[src/rtl/video_sync_monitor.sv]
// ---------------------------------------------------------------------------
// video_sync_monitor
//
// Watches the HSYNC/VSYNC pads driven by the beam counter and measures
// line period, HSYNC low width and lines per frame in CCK cycles. A lock FSM
// tracks whether the line timing sits inside the legal window, and the
// number of lock losses is counted so a bench can check raster timing
// directly instead of inspecting waveforms.
//
// Everything samples only in main_clk cycles where cck_rise is high; in other
// cycles all state holds and the strobes are low. All outputs are registered.
//
// Ports:
//   main_clk      in   1   system clock, rising edge
//   main_rst      in   1   asynchronous active-high reset
//   cck_rise      in   1   one-cycle strobe per CCK rising edge (sample enable)
//   hsync_n       in   1   horizontal sync, active low
//   vsync_n       in   1   vertical sync, active low
//   line_len      out  9   length of last complete line (CCK cycles)
//   hs_width      out  8   last HSYNC low width (CCK cycles, saturating)
//   frame_lines   out  11  hs_fall count of last complete frame
//   pal_det       out  1   last frame seen while locked was PAL length
//   locked        out  1   lock FSM is in LOCKED
//   line_strobe   out  1   pulse when line_len updates
//   frame_strobe  out  1   pulse when frame_lines updates
//   err_cnt       out  8   LOCKED-to-SEARCH drops, saturating at 255
// ---------------------------------------------------------------------------
module video_sync_monitor #(
    parameter int LOCK_LINES = 4,
    parameter int MIN_LINE   = 200,
    parameter int MAX_LINE   = 240,
    parameter int PAL_THRESH = 288
) (
    input  logic        main_clk,
    input  logic        main_rst,
    input  logic        cck_rise,
    input  logic        hsync_n,
    input  logic        vsync_n,
    output logic [8:0]  line_len,
    output logic [7:0]  hs_width,
    output logic [10:0] frame_lines,
    output logic        pal_det,
    output logic        locked,
    output logic        line_strobe,
    output logic        frame_strobe,
    output logic [7:0]  err_cnt
);

    localparam logic [8:0]  MIN_L     = 9'(MIN_LINE);
    localparam logic [8:0]  MAX_L     = 9'(MAX_LINE);
    localparam logic [8:0]  TIMEOUT_L = 9'(MAX_LINE + 1);
    localparam logic [10:0] PAL_L     = 11'(PAL_THRESH);
    localparam logic [7:0]  LOCK_N    = 8'(LOCK_LINES);

    typedef enum logic [1:0] {
        SEARCH  = 2'd0,
        MEASURE = 2'd1,
        LOCKED  = 2'd2
    } state_t;

    state_t      state_q, state_d;
    logic [7:0]  good_q, good_d;

    logic        hs_q, vs_q;
    logic [8:0]  h_cnt;
    logic [7:0]  w_cnt;
    logic [10:0] v_cnt;

    logic        hs_fall, hs_rise, vs_fall;
    logic        in_range, timeout, lock_drop;

    function automatic logic [8:0] inc_sat9(input logic [8:0] v);
        return (v == 9'h1FF) ? v : v + 9'd1;
    endfunction

    function automatic logic [7:0] inc_sat8(input logic [7:0] v);
        return (v == 8'hFF) ? v : v + 8'd1;
    endfunction

    function automatic logic [10:0] inc_sat11(input logic [10:0] v);
        return (v == 11'h7FF) ? v : v + 11'd1;
    endfunction

    // Edge events are qualified by the CCK strobe so nothing downstream
    // needs to re-check cck_rise.
    assign hs_fall  = cck_rise &  hs_q & ~hsync_n;
    assign hs_rise  = cck_rise & ~hs_q &  hsync_n;
    assign vs_fall  = cck_rise &  vs_q & ~vsync_n;
    assign in_range = (h_cnt >= MIN_L) && (h_cnt <= MAX_L);
    // A falling edge in the same strobe takes priority; h_cnt == MAX+1 is
    // then out of range and caught by the range check instead.
    assign timeout  = cck_rise && !hs_fall && (h_cnt == TIMEOUT_L);

    // Lock FSM: state register
    always_ff @(posedge main_clk or posedge main_rst) begin
        if (main_rst) begin
            state_q <= SEARCH;
            good_q  <= 8'd0;
        end else begin
            state_q <= state_d;
            good_q  <= good_d;
        end
    end

    // Lock FSM: next state
    always_comb begin
        state_d = state_q;
        good_d  = good_q;
        case (state_q)
            SEARCH: begin
                if (hs_fall) begin
                    state_d = MEASURE;
                    good_d  = 8'd0;
                end
            end
            MEASURE: begin
                if (hs_fall) begin
                    if (in_range) begin
                        good_d = good_q + 8'd1;
                        if (good_q + 8'd1 == LOCK_N) begin
                            state_d = LOCKED;
                        end
                    end else begin
                        good_d = 8'd0;
                    end
                end else if (timeout) begin
                    state_d = SEARCH;
                end
            end
            LOCKED: begin
                if ((hs_fall && !in_range) || timeout) begin
                    state_d = SEARCH;
                end
            end
            default: state_d = SEARCH;
        endcase
    end

    // Lock FSM: outputs
    always_comb begin
        locked = 1'b0;
        if (state_q == LOCKED) begin
            locked = 1'b1;
        end
    end

    assign lock_drop = (state_q == LOCKED) && (state_d == SEARCH);

    // Measurement datapath
    always_ff @(posedge main_clk or posedge main_rst) begin
        if (main_rst) begin
            hs_q         <= 1'b1;
            vs_q         <= 1'b1;
            h_cnt        <= 9'd0;
            w_cnt        <= 8'd0;
            v_cnt        <= 11'd0;
            line_len     <= 9'd0;
            hs_width     <= 8'd0;
            frame_lines  <= 11'd0;
            pal_det      <= 1'b0;
            line_strobe  <= 1'b0;
            frame_strobe <= 1'b0;
            err_cnt      <= 8'd0;
        end else begin
            line_strobe  <= 1'b0;
            frame_strobe <= 1'b0;
            if (cck_rise) begin
                hs_q <= hsync_n;
                vs_q <= vsync_n;

                h_cnt <= hs_fall ? 9'd1 : inc_sat9(h_cnt);

                // The first edge out of SEARCH only restarts the count.
                if (hs_fall && (state_q != SEARCH)) begin
                    line_len    <= h_cnt;
                    line_strobe <= 1'b1;
                end

                if (hs_fall) begin
                    w_cnt <= 8'd1;
                end else if (!hsync_n) begin
                    w_cnt <= inc_sat8(w_cnt);
                end
                if (hs_rise) begin
                    hs_width <= w_cnt;
                end

                // A line starting in the same strobe as VSYNC belongs to
                // the new frame.
                if (vs_fall) begin
                    frame_lines  <= v_cnt;
                    frame_strobe <= 1'b1;
                    v_cnt        <= hs_fall ? 11'd1 : 11'd0;
                    if (state_q == LOCKED) begin
                        pal_det <= (v_cnt >= PAL_L);
                    end
                end else if (hs_fall) begin
                    v_cnt <= inc_sat11(v_cnt);
                end

                if (lock_drop) begin
                    err_cnt <= inc_sat8(err_cnt);
                end
            end
        end
    end

endmodule

[config.mk]
export PLATFORM = sky130hd
export DESIGN_NAME = video_sync_monitor
export DESIGN_NICKNAME = d
export VERILOG_FILES = /design/src/rtl/video_sync_monitor.sv
export SDC_FILE = /design/constraint.sdc
export NUM_CORES = 1
export LEC_CHECK = 0
export ABC_AREA = 1
export CORE_ASPECT_RATIO = 0.9
export CORE_MARGIN = 5
export CORE_UTILIZATION = 48
export CTS_BUF_LIST = sky130_fd_sc_hd__clkbuf_8
export DETAILED_ROUTE_END_ITERATION = 8
export PLACE_DENSITY_LB_ADDON = 0.08
export SYNTH_ARGS = -nofsm -noshare
export SYNTH_HDL_FRONTEND = slang
export SYNTH_SLANG_ARGS = --single-unit
[constraint.sdc]
create_clock -name main_clk -period 3.5 [get_ports main_clk]
set_input_delay 0.7 -clock main_clk [delete_from_list [all_inputs] [get_ports main_clk]]
set_output_delay 0.7 -clock main_clk [all_outputs]
set_load 0.05 [all_outputs]
# Yosys cells after proc, flatten, opt, wreduce, memory -nomap -nowiden
# Index checks and enable logic that the tools add are counted.
# totals
word_cells	94
output_inout_bits	40
ff_bits	79
inputBits	5
# classes
n_reduce_logical	23
n_eq_ne	14
mux	25
order_cmp	3
addsub	5
n_bitwise	10
# op_table
cell	n
$mux W8	6
$mux W11	3
$add A8 B1 Y8 const B	3
$mux W9	2
$eq A8 B8 Y1 const B	2
$pmux W8 S2	1
$reduce_and A3 Y1	5
$mux W2	6
$add A11 B1 Y11 const B	1
$eq A11 B11 Y1 const B	1
$ge A11 B9 Y1 const B	1
$ne A2 B2 Y1 const B	5
$add A9 B1 Y9 const B	1
$eq A9 B8 Y1 const B	1
$eq A9 B9 Y1 const B	1
$ge A9 B8 Y1 const B	1
$le A9 B8 Y1 const B	1
$eq A8 B3 Y1 const B	1
$reduce_and A2 Y1	4
$and A1 B1 Y1	6
$logic_and A1 B1 Y1	6
$mux W1	6
$pmux W2 S3	1
$reduce_bool A2 Y1	3
7 further kinds	12

# Depth between registers and ports, before layout
# logic_depth
ltp_word	11
mapped_depth	13
mapped_depth_nobuf	13

# Worst setup path before layout
# No wires, ideal clock.
# synth_timing
path_kind	register to register
startpoint	register h_cnt[0]
endpoint	register h_cnt[7]
required_time_ps	3376
slack_ps	1639
period_less_slack_ps	1861
setup_ps	124
t_arrival_ps	1738
stages_incl_launch_ff	14
path_buffers	0
path_cell_list	dfrtp_1 -> ha_1 -> nand2_1 -> nor2_1 -> inv_1 -> nor3_1 -> ha_1 -> nor2_4 -> inv_1 -> nand2_1 -> nand3_1 -> nor2_1 -> o21ai_0 -> a21oi_1
# synth_between
elab_chain_len	3
# synth_lines
element	line	rtl
from (decl)	65	logic [8:0] h_cnt;
from (signal assigned)	171	h_cnt <= hs_fall ? 9'd1 : inc_sat9(h_cnt);
$add A9 B1 Y9 / $eq A9 B9 Y1 (equally long branches)	73	return (v == 9'h1FF) ? v : v + 9'd1;
$mux W9 / $ne A2 B2 Y1 (equally long branches)	-	
$mux W9 / $reduce_and A2 Y1 (equally long branches)	-	
# Several ways; a longest one is shown, not always the timed one. The select of a mux whose other input is x is not followed.
# A chain may end at the register's enable or synchronous reset.

# Worst setup path after layout
# layout_timing
startpoint	register state_q[1]
endpoint	output port locked
# layout_between
elab_chain_len	2
# layout_lines
element	line	rtl
from (decl)	61	state_t state_q, state_d;
from (signal assigned)	100	state_q <= state_d;
$eq A2 B2 Y1	142	if (state_q == LOCKED) begin
$mux W1	142	
to (decl)	43	output logic locked,
# Every way passes these cells.

==> flow_summary.json <==
{
  "grt_max_degree": 80,
  "dieArea_sq_mm": 0.00997,
  "seq_power_share_pct": 46.8,
  "syn_nets": 463,
  "fin_ws_ns": 0.949,
  "placed_area_sq_mm": 0.00444,
  "synth_cell_types": 35,
  "path_buf_inv": 2,
  "period_minus_slack_ns": 2.55,
  "path_class": "register to primary output",
  "ys_ff_latch": 79,
  "peakVddDrop_v": 0.000311,
  "clk_pin_slew_ns": 0.08,
  "finalSetupViolCount": 0,
  "m1WireLength_um": 3830,
  "switchingPower_mw": 0.798,
  "hp-class": "register to register",
  "outcome": "finished clean",
  "p_clk_share_pct": 29.3,
  "post_cts_resized": 0,
  "nets": 514,
  "route.detailed.drc": 0,
  "arrival_ns": 1.85,
  "hold_viol": 0,
  "synth_common_cells": "nand2_1 (100), dfrtp_1 (77), inv_1 (58)",
  "dr_wl_met2_um": 3930,
  "worst_setup_path_start_kind": "register",
  "power_mw": 2.33,
  "hpwl_um": 5740,
  "design_area_sq_mm": 0.00464,
  "cts-root-buf": "clkbuf_8",
  "fillCellCount": 708,
  "highest_layer": "met4",
  "grt_pass1_vias": 3069,
  "p_per_area_mw_per_mm2": 502,
  "routed_wl_um": 8070,
  "globalRoute.totalOverflow": 0,
  "slowest_delay_ns": 0.84,
  "globalplace.congestion": 0.866,
  "dp_slack_ns": 0.816,
  "power_leakage_nw": 2.11,
  "maxSlewHeadroom_pct": 66.3,
  "cts_made_buffers": 9,
  "netlist_instances": 448,
  "yosysMostFrequentCell": "nand2_1",
  "vias": 3099,
  "drtAntennaViolNets": 0,
  "yosysTopAreaCell": "dfrtp_1",
  "rsz0062_at_grt": "no",
  "start_util_pct": 48.7,
  "finalCritPeriodShare_pct": 72.9,
  "cp_slowest_cell": "clkdlybuf4s50_1",
  "clockBufferDepth": 2,
  "rows": 31,
  "yosysWarnings": 0,
  "synth_edf_count": 0,
  "synth-seq-area-share_pct": 51.1,
  "coreArea_sq_mm": 0.00795,
  "max_freq_mhz": 392,
  "sw_frac_of_total_pct": 34.2,
  "synthTopCellsByArea": "dfrtp_1 (50%), nand2_1 (9.7%), o21ai_0 (6.1%), inv_1 (5.6%), nand3_1 (3.4%)",
  "skew_ns": 0.00907,
  "synthFlopType": "dfrtp_1",
  "p_int_mw": 1.53,
  "critPathCaptureType": "primary output",
  "dr.pass1.iters": 4,
  "postCtsSetupBuffers": 0,
  "clock_latency_ns": 0.35,
  "crit_family": "buffers and inverters",
  "port_buffers": 44,
  "die_h_um": 95.2,
  "fp.dieW_um": 105,
  "syn-mean-instance-area_sq_um": 8.65,
  "p_comb_share_pct": 23.9,
  "synth_area_sq_mm": 0.00387,
  "critical_path_required_ns": 2.80,
  "drt_iter0_markers": 123,
  "crit_chain": "inv_2 -> nor2_4 -> clkdlybuf4s50_1",
  "drive_gt1_share_pct": 8.73,
  "tritoncts": "done",
  "grt_use_total_pct": 17.6,
  "synth_top_area_share_pct": 49.7,
  "tightest_slew_ns": 0.505,
  "post_drt_wl_per_cell_um": 13.4,
  "insertedDiodeCount": 0,
  "cts_hold_buf": 0,
  "grt_pass1_wl_um": 14300,
  "async_reset_ff_share_pct": 100,
  "timing.hold.ws_ns": 0.479,
  "grt_antenna_before_repair": 0,
  "crit_path_max_fanout": 5,
  "pin_count": 45,
  "finalSetupTns_ns": 0,
  "wl_met3_um": 229,
  "cts.sinks": 79,
  "area_growth_syn_to_layout_pct": 19.8,
  "report.final.slew_viol_count": 0,
  "h-tree-depth": 3,
  "drv_cap": 0,
  "via_per_inst": 5.14
}
cells in the final DEF (no fill, tap or decap), types with 4 or more instances in the layout:
cell and count:
inv_2 5, xor2_1 9, a21oi_1 19, o21ai_0 47
nor2_4 7, nand4_1 20, o22ai_1 5, nand3_1 26
inv_1 58, nand2_1 100, dfrtp_1 77, nor2_1 26
clkbuf_8 10, o21ai_1 4, clkdlybuf4s50_1 44, ha_1 10
nor3_1 8
registers in the layout, indices dropped and copies added (netlist names):
signal / count
err_cnt: 8
frame_lines: 11
frame_strobe: 1
good_q: 8
h_cnt: 9
hs_q: 1
hs_width: 8
line_len: 9
line_strobe: 1
pal_det: 1
state_q: 2
v_cnt: 11
vs_q: 1
w_cnt: 8
metrics by stage:
| stage | std cells | utilization [%] |
|---|---|---|
| after floorplan | 448 | - |
| after global placement | 587 | 55.8 |
| after detailed placement | 587 | 55.8 |
| after CTS | 603 | 58.3 |
| after global routing | 603 | 58.3 |
| final | 603 | 58.3 |
power by group through the flow:
| stage | registers [mW] | clock network [mW] | logic [mW] |
|---|---|---|---|
| after detailed placement | 1.11 | 0 | 0.560 |
| after CTS | 1.09 | 0.706 | 0.565 |
| after global placement | 1.11 | 0 | 0.556 |
| after floorplan | 1.30 | 0 | 0.181 |
| after global routing | 1.11 | 0.742 | 0.612 |
| final | 1.09 | 0.683 | 0.557 |
worst paths after layout:
check / from / slack [ns] / cells after the start / to
worst min register to register: line_len[7] / 0.48 / 2 / line_len[7]
min in group asynchronous: main_rst / 0.76 / 3 / frame_lines[5]
worst max register to register: h_cnt[0] / 1.34 / 13 / h_cnt[7]
worst max-delay path: state_q[1] / 0.95 / 3 / locked
worst min-delay path: line_len[7] / 0.48 / 2 / line_len[7]
max in group asynchronous: main_rst / 2.41 / 3 / h_cnt[8]
cell type report:
cell class / count / area [sq um] / area share (%)
Sequential cell: 79 / 1980 / 42.7
Multi-Input combinational cell: 300 / 1630 / 35.2
Timing Repair Buffer: 46 / 468 / 10.1
Inverter: 63 / 238 / 5.12
Clock buffer: 10 / 138 / 2.97
Tap cell: 99 / 124 / 2.67
Clock inverter: 6 / 61.3 / 1.32
tightest hold or removal path, delay by kind of cell (launching register included):
kind,cells,cell delay [ns]
AND/OR/NAND/NOR,2,0.09
flip-flops,1,0.35
metal layers:
layer / track usage (%) / vias up
met5: 0 / -
met4: 5.75 / 0
met3: 3.72 / 7
met2: 29.5 / 42
met1: 22.9 / 1483
li1: - / 1567
cell families (layout without fill, tap and decap cells):
family | count (synthesis) | after routing | synth area share, %
XOR/XNOR | 9 | 9 | 2.03
AND/OR/NAND/NOR | 198 | 198 | 24.8
buffers and inverters | 69 | 125 | 6.78
AO/OA/AOI/OAI | 82 | 82 | 11.8
adder cells (fa/ha/maj) | 10 | 10 | 3.23
multiplexers | 1 | 1 | 0.291
flip-flops | 79 | 79 | 51.1
(Power assumes the default switching activity.)
